==> src/rtl/fb_write_sequencer_if.sv <==
// Frame-buffer write bus shared by draw sources and the write sequencer.
// master = draw source side, slave = sequencer (responder) side.
interface fb_write_sequencer_if #(
  parameter int SOURCE_SEL_ADDRW = 2,
  parameter int COLOR_DEPTH      = 9
);
  logic [SOURCE_SEL_ADDRW-1:0] write_source_sel;
  logic                        write_awaited;
  logic                        write_active;
  logic [31:0]                 write_x_addr;
  logic [31:0]                 write_y_addr;
  logic [COLOR_DEPTH-1:0]      write_color_data;
  logic                        write_transparent;

  modport master (
    input  write_source_sel,
    input  write_awaited,
    output write_active,
    output write_x_addr,
    output write_y_addr,
    output write_color_data,
    output write_transparent
  );

  modport slave (
    output write_source_sel,
    output write_awaited,
    input  write_active,
    input  write_x_addr,
    input  write_y_addr,
    input  write_color_data,
    input  write_transparent
  );
endinterface

==> src/rtl/fb_write_sequencer.sv <==
// Grants sources 0..MAX_WRITE_SOURCE per frame, clips pixels, writes RAM.
// Define FB_WSEQ_TIMEOUT_EN to skip sources silent for IDLE_TIMEOUT cycles.
module fb_write_sequencer #(
  parameter int MAX_WRITE_SOURCE = 2,
  parameter int SOURCE_SEL_ADDRW = 2,
  parameter int COLOR_DEPTH      = 9,
  parameter int SCREEN_WIDTH     = 640,
  parameter int SCREEN_HEIGHT    = 480,
  parameter int ADDR_W           = 19,
  parameter int IDLE_TIMEOUT     = 1024
) (
  input  logic                   clk,
  input  logic                   rst,
  input  logic                   frame,
  fb_write_sequencer_if.slave    wr,
  output logic                   ram_we,
  output logic [ADDR_W-1:0]      ram_addr,
  output logic [COLOR_DEPTH-1:0] ram_data,
  output logic                   swap_req,
  output logic                   frame_overrun
);

  typedef enum logic [2:0] {
    S_IDLE,
    S_WAIT,
    S_STREAM,
    S_NEXT,
    S_DONE
  } state_t;

  typedef logic [ADDR_W:0] lin_t;

  localparam logic [SOURCE_SEL_ADDRW-1:0] LAST_SRC =
    SOURCE_SEL_ADDRW'(MAX_WRITE_SOURCE);

  if (((1 << SOURCE_SEL_ADDRW) <= MAX_WRITE_SOURCE)
      || ((64'd1 << ADDR_W)
          < 64'(SCREEN_WIDTH * SCREEN_HEIGHT))
      || (IDLE_TIMEOUT < 1)) begin : g_bad_params
    $error("fb_write_sequencer: inconsistent parameters");
  end

  state_t state;
  logic   frame_pend;
  logic   accept;
  logic   in_bounds;
  logic   do_write;
  lin_t   lin_addr;

`ifdef FB_WSEQ_TIMEOUT_EN
  localparam int TO_W = $clog2(IDLE_TIMEOUT + 1);
  logic [TO_W-1:0] idle_cnt;
  logic            idle_hit;
  assign idle_hit = (idle_cnt == TO_W'(IDLE_TIMEOUT));
`endif

  assign accept = wr.write_awaited && wr.write_active;

  // Full 32-bit compare so huge coordinates never wrap on screen.
  assign in_bounds =
    (wr.write_x_addr < 32'(SCREEN_WIDTH)) &&
    (wr.write_y_addr < 32'(SCREEN_HEIGHT));

  assign lin_addr =
    lin_t'(wr.write_y_addr) * lin_t'(SCREEN_WIDTH) +
    lin_t'(wr.write_x_addr);

  assign do_write =
    accept && in_bounds &&
    !wr.write_transparent && !lin_addr[ADDR_W];

  always_ff @(posedge clk) begin
    if (rst) begin
      ram_we   <= 1'b0;
      ram_addr <= '0;
      ram_data <= '0;
    end else begin
      ram_we <= do_write;
      if (do_write) begin
        ram_addr <= lin_addr[ADDR_W-1:0];
        ram_data <= wr.write_color_data;
      end
    end
  end

  always_ff @(posedge clk) begin
    if (rst) begin
      state               <= S_IDLE;
      wr.write_source_sel <= '0;
      wr.write_awaited    <= 1'b0;
      swap_req            <= 1'b0;
      frame_overrun       <= 1'b0;
      frame_pend          <= 1'b0;
`ifdef FB_WSEQ_TIMEOUT_EN
      idle_cnt            <= '0;
`endif
    end else begin
      swap_req      <= 1'b0;
      frame_overrun <= 1'b0;
      frame_pend    <= 1'b0;
      unique case (state)
        S_IDLE, S_DONE: begin
          if (frame || frame_pend) begin
            state               <= S_WAIT;
            wr.write_source_sel <= '0;
            wr.write_awaited    <= 1'b1;
`ifdef FB_WSEQ_TIMEOUT_EN
            idle_cnt            <= '0;
`endif
          end
        end
        S_WAIT: begin
          if (frame) begin
            state               <= S_WAIT;
            wr.write_source_sel <= '0;
            wr.write_awaited    <= 1'b1;
            frame_overrun       <= 1'b1;
`ifdef FB_WSEQ_TIMEOUT_EN
            idle_cnt            <= '0;
`endif
          end else if (wr.write_active) begin
            state <= S_STREAM;
`ifdef FB_WSEQ_TIMEOUT_EN
          end else if (idle_hit) begin
            state            <= S_NEXT;
            wr.write_awaited <= 1'b0;
          end else begin
            idle_cnt <= idle_cnt + 1'b1;
`endif
          end
        end
        S_STREAM: begin
          if (frame) begin
            state               <= S_WAIT;
            wr.write_source_sel <= '0;
            wr.write_awaited    <= 1'b1;
            frame_overrun       <= 1'b1;
`ifdef FB_WSEQ_TIMEOUT_EN
            idle_cnt            <= '0;
`endif
          end else if (!wr.write_active) begin
            state            <= S_NEXT;
            wr.write_awaited <= 1'b0;
          end
        end
        S_NEXT: begin
          // A frame landing on the final NEXT is deferred, not an overrun.
          if (wr.write_source_sel == LAST_SRC) begin
            state      <= S_DONE;
            swap_req   <= 1'b1;
            frame_pend <= frame;
          end else if (frame) begin
            state               <= S_WAIT;
            wr.write_source_sel <= '0;
            wr.write_awaited    <= 1'b1;
            frame_overrun       <= 1'b1;
`ifdef FB_WSEQ_TIMEOUT_EN
            idle_cnt            <= '0;
`endif
          end else begin
            state               <= S_WAIT;
            wr.write_source_sel <= wr.write_source_sel + 1'b1;
            wr.write_awaited    <= 1'b1;
`ifdef FB_WSEQ_TIMEOUT_EN
            idle_cnt            <= '0;
`endif
          end
        end
        default: begin
          state            <= S_IDLE;
          wr.write_awaited <= 1'b0;
        end
      endcase
    end
  end

endmodule

==> src/flat_wrapper.sv <==
// flat-port wrapper written by rule: the top's interface ports become plain ports
module fb_write_sequencer_flat 
#(
  parameter int MAX_WRITE_SOURCE = 2,
  parameter int SOURCE_SEL_ADDRW = 2,
  parameter int COLOR_DEPTH      = 9,
  parameter int SCREEN_WIDTH     = 640,
  parameter int SCREEN_HEIGHT    = 480,
  parameter int ADDR_W           = 19,
  parameter int IDLE_TIMEOUT     = 1024
)
  (clk, rst, frame, ram_we, ram_addr, ram_data, swap_req, frame_overrun, wr_write_source_sel, wr_write_awaited, wr_write_active, wr_write_x_addr, wr_write_y_addr, wr_write_color_data, wr_write_transparent);
  fb_write_sequencer_if #(.SOURCE_SEL_ADDRW(SOURCE_SEL_ADDRW), .COLOR_DEPTH(COLOR_DEPTH)) wr_i ();
  input  logic clk;
  input  logic rst;
  input  logic frame;
  output logic ram_we;
  output logic [ADDR_W-1:0] ram_addr;
  output logic [COLOR_DEPTH-1:0] ram_data;
  output logic swap_req;
  output logic frame_overrun;
  output wire logic [$bits(wr_i.write_source_sel)-1:0] wr_write_source_sel;
  output wire logic [$bits(wr_i.write_awaited)-1:0] wr_write_awaited;
  input wire logic [$bits(wr_i.write_active)-1:0] wr_write_active;
  input wire logic [$bits(wr_i.write_x_addr)-1:0] wr_write_x_addr;
  input wire logic [$bits(wr_i.write_y_addr)-1:0] wr_write_y_addr;
  input wire logic [$bits(wr_i.write_color_data)-1:0] wr_write_color_data;
  input wire logic [$bits(wr_i.write_transparent)-1:0] wr_write_transparent;
  assign wr_write_source_sel = wr_i.write_source_sel;
  assign wr_write_awaited = wr_i.write_awaited;
  assign wr_i.write_active = wr_write_active;
  assign wr_i.write_x_addr = wr_write_x_addr;
  assign wr_i.write_y_addr = wr_write_y_addr;
  assign wr_i.write_color_data = wr_write_color_data;
  assign wr_i.write_transparent = wr_write_transparent;
  fb_write_sequencer #(.MAX_WRITE_SOURCE(MAX_WRITE_SOURCE), .SOURCE_SEL_ADDRW(SOURCE_SEL_ADDRW), .COLOR_DEPTH(COLOR_DEPTH), .SCREEN_WIDTH(SCREEN_WIDTH), .SCREEN_HEIGHT(SCREEN_HEIGHT), .ADDR_W(ADDR_W), .IDLE_TIMEOUT(IDLE_TIMEOUT)) u_core (.clk(clk), .rst(rst), .frame(frame), .wr(wr_i), .ram_we(ram_we), .ram_addr(ram_addr), .ram_data(ram_data), .swap_req(swap_req), .frame_overrun(frame_overrun));
endmodule
==> config.mk <==
export PLATFORM = sky130hd
export DESIGN_NAME = fb_write_sequencer_flat
export DESIGN_NICKNAME = d
export VERILOG_FILES = /design/src/rtl/fb_write_sequencer_if.sv /design/src/rtl/fb_write_sequencer.sv /design/src/flat_wrapper.sv
export SDC_FILE = /design/constraint.sdc
export NUM_CORES = 1
export LEC_CHECK = 0
export ABC_AREA = 1
export BUFFER_PORTS_ARGS = -buffer_cell sky130_fd_sc_hd__buf_2
export CORE_MARGIN = 4
export CORE_UTILIZATION = 35
export DETAILED_ROUTE_END_ITERATION = 6
export PLACE_DENSITY_LB_ADDON = 0.3
export SLEW_MARGIN = 25
export SYNTH_ARGS = -nofsm -noshare
export SYNTH_HDL_FRONTEND = slang
export SYNTH_SLANG_ARGS = --single-unit
==> constraint.sdc <==
create_clock -name clk -period 6.18 [get_ports clk]
set_input_delay 1.236 -clock clk [delete_from_list [all_inputs] [get_ports clk]]
set_output_delay 1.236 -clock clk [all_outputs]
set_load 0.01 [all_outputs]
# Word-level counts from Yosys, hierarchy flattened
# Index checks and enable logic that the tools add are counted.
[word_totals]
register_bits = 38
[classes]
bitwise_logic = 2
mux = 22
n_eq_ne = 11
reduce_logical = 17
add_sub_neg = 2
n_mul = 1
order_cmp = 2
[op_table]
columns = ["op", "count"]
rows = [
  ["$lt A32 B10 Y1 const B", 1],
  ["$lt A32 B9 Y1 const B", 1],
  ["$add A20 B20 Y20", 1],
  ["$mul A20 B3 Y13 const B", 1],
  ["$mux W3", 6],
  ["$pmux W3 S4", 1],
  ["$mux W1", 8],
  ["$mux W2", 4],
  ["$reduce_and A4 Y1", 2],
  ["$eq A3 B2 Y1 const B", 2],
  ["$ne A3 B3 Y1 const B", 2],
  ["$pmux W2 S3", 1],
  ["$reduce_or A2 Y1", 3],
  ["$logic_and A1 B1 Y1", 5],
  ["$ne A2 B1 Y1 const B", 2],
  ["$ne A2 B2 Y1 const B", 2],
  ["$pmux W1 S4", 1],
  ["$eq A3 B1 Y1 const B", 1],
  ["$eq A3 B3 Y1 const B", 1],
  ["$logic_not A3 Y1", 1],
  ["$reduce_and A3 Y1", 1],
  ["$reduce_bool A3 Y1", 1],
  ["$reduce_or A3 Y1", 1],
  ["$add A2 B1 Y2 const B", 1],
  ["5 further kinds", 7],
]

# Depth between registers and ports, before layout
[depth]
depth_word = 5
ltp_mapped = 22

# Worst setup path before layout
# Ideal clock, no wire load.
[synth_path]
kind = "input port to flip-flop"
start = "input port wr_write_y_addr[1]"
end = "register u_core.ram_addr[12]"
cell_stages = 22
arrival_ns = 4.163
n_path_buf = 1
setup_ns = 0.110
slack_ns = 1.908
path_cell_list = "ha_1 -> ha_1 -> inv_1 -> fa_1 -> o21ai_0 -> a21oi_1 -> nor2_1 -> nor2_1 -> xor2_1 -> inv_1 -> ha_1 -> nand2_1 -> a21oi_1 -> nor2_1 -> nand2_1 -> nor2_1 -> nand3_1 -> nand2_2 -> buf_6 -> nand3_1 -> nand2_1 -> nor2_2"
[synth_via]
elab_chain_cells = 5
[synth_lines]
columns = ["item", "line", "source"]
rows = [
  ["start, declared", "flat_wrapper.sv:26", "input wire logic [$bits(wr_i.write_y_addr)-1:0] wr_write_y_addr;"],
  ["branches (longest 5 deep; another with $mul A20 B3 Y13)", "--", ""],
  ["end signal, assigned", "fb_write_sequencer.sv:80", "ram_addr <= lin_addr[ADDR_W-1:0];"],
  ["end, declared", "fb_write_sequencer.sv:17", "output logic [ADDR_W-1:0] ram_addr,"],
]
# Several ways; the timed one is not identified.
# A chain may end at the register's enable or synchronous reset.

# Worst setup path after layout
[layout_path]
start = "input port wr_write_y_addr[1]"
end = "register u_core.ram_addr[14]"
# The elaborated chain is that of the path after synthesis.

==> flow_summary.json <==
{
  "finalCritPeriodShare_pct": 75.1,
  "synth_seq_cells": 38,
  "fin_tns_setup_ps": 0,
  "cts_resized": 0,
  "rsz0062_at_grt": "false",
  "status": "complete, no violations",
  "htree_levels": 2,
  "clk_pin_slew_worst_paths_ps": 80,
  "setup_viol": 0,
  "slew_headroom_pct": 37.6,
  "period_minus_slack_ps": 4640,
  "p_total_mw": 0.776,
  "stdcell_area_um2": 4190,
  "firstDrtPassIters": 4,
  "cp_num_buf_inv": 3,
  "grt-ovfl-total": 0,
  "hold_path_end": "u_core.state[2]",
  "grt_pass1_wl_um": 15000,
  "avgSynthCellArea_um2": 6.01,
  "postCtsHoldBufs": 0,
  "grt_usage_pct": 15.9,
  "drt-initial-drc-count": 151,
  "cts-root-buf": "clkbuf_8",
  "drt-total-wl_um": 9160,
  "hold_violations": 0,
  "r2r_end": "u_core.ram_addr[18]",
  "yosys.area_share.simple_pct": 38.1,
  "cts_buffers": 5,
  "nets": 794,
  "hpwl_um": 7550,
  "clkSinkCount": 38,
  "insertedDiodeCount": 0,
  "wire_per_inst_um": 11.3,
  "synth-compound-area-share_pct": 6.56,
  "skew_ps": 6.14,
  "netlist_area_um2": 3450,
  "grt_pass1_vias": 3288,
  "whs_ps": 484,
  "slowest_delay_ps": 390,
  "r2r_cells": 10,
  "pwr-share-clk_pct": 22.8,
  "fmax_mhz": 216,
  "die_area_um2": 11500,
  "initial_core_util_pct": 36.7,
  "drc": 0,
  "drive_gt1_share_pct": 20.2,
  "irDropWorstVdd_mv": 0.0877,
  "cpMaxStageDelayCell": "fa_1",
  "hold_path_startpoint": "u_core.state[2]",
  "layout_setup_ws_ps": 1540,
  "ios": 112,
  "crit_type": "primary input to flop",
  "p_comb_share_pct": 44.9,
  "start_kind": "primary input",
  "tightest_slew_ps": 935,
  "num_rows": 35,
  "rr_startpoint": "u_core.wr.write_awaited",
  "p_switching_mw": 0.307,
  "postCtsSetupBuffers": 0,
  "cts_tree": "done",
  "crit_arrival_ps": 4830,
  "muxShareOfSynthArea_pct": 0,
  "crit_top_cell": "nor2_1",
  "ant_nets": 0,
  "crit_family": "simple AND/OR/NAND/NOR gates",
  "core_um2": 9420,
  "critical_path_required_ps": 6370,
  "drv_slew": 0,
  "synth_xor_area_share_pct": 3.81,
  "grt_antenna_before_repair": 0,
  "viasPerCell": 4.50,
  "power.share.switching_pct": 39.6,
  "p_per_area_nw_per_um2": 185,
  "final_core_util_pct": 44.5,
  "cap_violations": 0,
  "clock_path_buffers": 2,
  "pre_cts_slack_ps": 1260,
  "routed-via-count": 3655,
  "critPathMaxFanout": 27,
  "dp.cells": 804,
  "portBuffers": 111,
  "grt_max_degree": 31,
  "path_depth": 22,
  "crit_chain": "buf_2, ha_1, ha_1, inv_1, fa_1, o21ai_0, a21oi_1, nor2_1, nor2_1, xor2_1, inv_1, ha_1, nand2_1, a21oi_1, nor2_1, nand2_1, nor2_1, nand3_1, nand2_2, nand3_1, nand2_1, nor2_1",
  "syn2layout_area_growth_pct": 21.5,
  "p_seq_share_pct": 32.4,
  "hold_depth": 2,
  "yosys_warnings": 0,
  "r2r_slack_ps": 4320,
  "p_int_mw": 0.469,
  "hp-class": "flop to flop",
  "final_common_cell": "inv_1",
  "synth_cells": 574,
  "postPlaceCellArea_um2": 4100,
  "cp-end-kind": "flop",
  "synth_top_family_by_area": "simple AND/OR/NAND/NOR gates",
  "die_x_um": 107,
  "syn-num-nets": 686,
  "synthAdderAreaFrac_pct": 12.8,
  "yosysSeqAreaShare_pct": 22.0,
  "ys_types": 32,
  "clk-insertion-delay-late_ps": 290,
  "place.gp.congestion": 0.853,
  "layout_common_cells": "inv_1 (134), nand2_1 (127), buf_2 (111)",
  "p_leak_nw": 2.36,
  "final_cells": 812,
  "die_h_um": 107
}
layer usage:
metal / vias to the layer above / routed length [um] / global-route usage (%)
met3: 10 / 526 / 1.74
met4: 0 / 140 / 4.57
met2: 98 / 4060 / 26.5
met1: 1577 / 4430 / 21.6
met5: - / 0 / 0
li1: 1970 / - / -
synth_stat cells (all sizes together):
| cell type | count | share of area, % |
|---|---|---|
| nand2 | 137 | 16 |
| inv | 135 | 15 |
| nor2 | 85 | 9.5 |
| nand3 | 55 | 8.9 |
| dfxtp | 38 | 22 |
| ha | 32 | 12 |
| a21oi | 19 | 2.8 |
| nor3 | 14 | 2.0 |
| o21ai | 10 | 1.6 |
| buf | 8 | 1.8 |
| xnor2 | 8 | 2.0 |
| nand4 | 7 | 1.3 |
| xor2 | 7 | 1.8 |
| a31oi | 4 | 0.73 |
| a21o | 2 | 0.43 |
| clkbuf | 2 | 0.22 |
| fa | 2 | 1.2 |
| nand3b | 2 | 0.43 |
| o211ai | 2 | 0.43 |
| a211oi | 1 | 0.22 |
| and3 | 1 | 0.18 |
| nor4 | 1 | 0.18 |
| o21a | 1 | 0.22 |
| o21bai | 1 | 0.22 |
power by group through the flow:
| stage | logic (mW) | registers, mW | clock network [mW] |
|---|---|---|---|
| floorplan | 0.265 | 0.258 | 0 |
| global placement | 0.345 | 0.257 | 0 |
| detailed placement | 0.347 | 0.257 | 0 |
| CTS | 0.349 | 0.251 | 0.184 |
| global route | 0.399 | 0.252 | 0.193 |
| finish | 0.348 | 0.251 | 0.177 |
cells by family (layout without fill, tap and decap cells):
group	count (synthesis)	after routing
flip-flops	38	38
adder cells (fa/ha/maj)	34	34
AO/OA/AOI/OAI	40	40
XOR/XNOR	15	15
buffers and inverters	145	254
AND/OR/NAND/NOR	302	302
tightest hold or removal path: stages, from the launching register on:
cell and delay, ps:
dfxtp_1 320, nand2_1 60, a21oi_1 50
sequential cells by signal, indices dropped and copies added (netlist names):
register                    flops
u_core.ram_addr                19
u_core.frame_overrun            1
u_core.ram_we                   1
u_core.ram_data                 9
u_core.wr.write_awaited         1
u_core.frame_pend               1
u_core.wr.write_source_sel      2
u_core.swap_req                 1
u_core.state                    3
area by class of cell:
cell class                 instances  area (um^2)
fill                            1055         5220
tap                              129          161
clock buffer                       7         86.3
timing repair buffer             111          556
sequential                        38          761
multi-input combinational        391         2120
inverter                         135          507
clock inverter                     1         5.00
worst max-delay path by stage:
| stage | endpoint | from | slack, ps |
|---|---|---|---|
| global route | u_core.ram_addr[12] | wr_write_y_addr[1] | 1080 |
| floorplan | u_core.ram_addr[12] | wr_write_y_addr[1] | 1910 |
| global placement | u_core.ram_addr[17] | wr_write_y_addr[1] | 1360 |
| detailed placement | u_core.ram_addr[11] | wr_write_y_addr[1] | 1260 |
| finish | u_core.ram_addr[14] | wr_write_y_addr[1] | 1540 |
| CTS | u_core.ram_addr[11] | wr_write_y_addr[1] | 1560 |
Power figures use the tool's default switching activity.
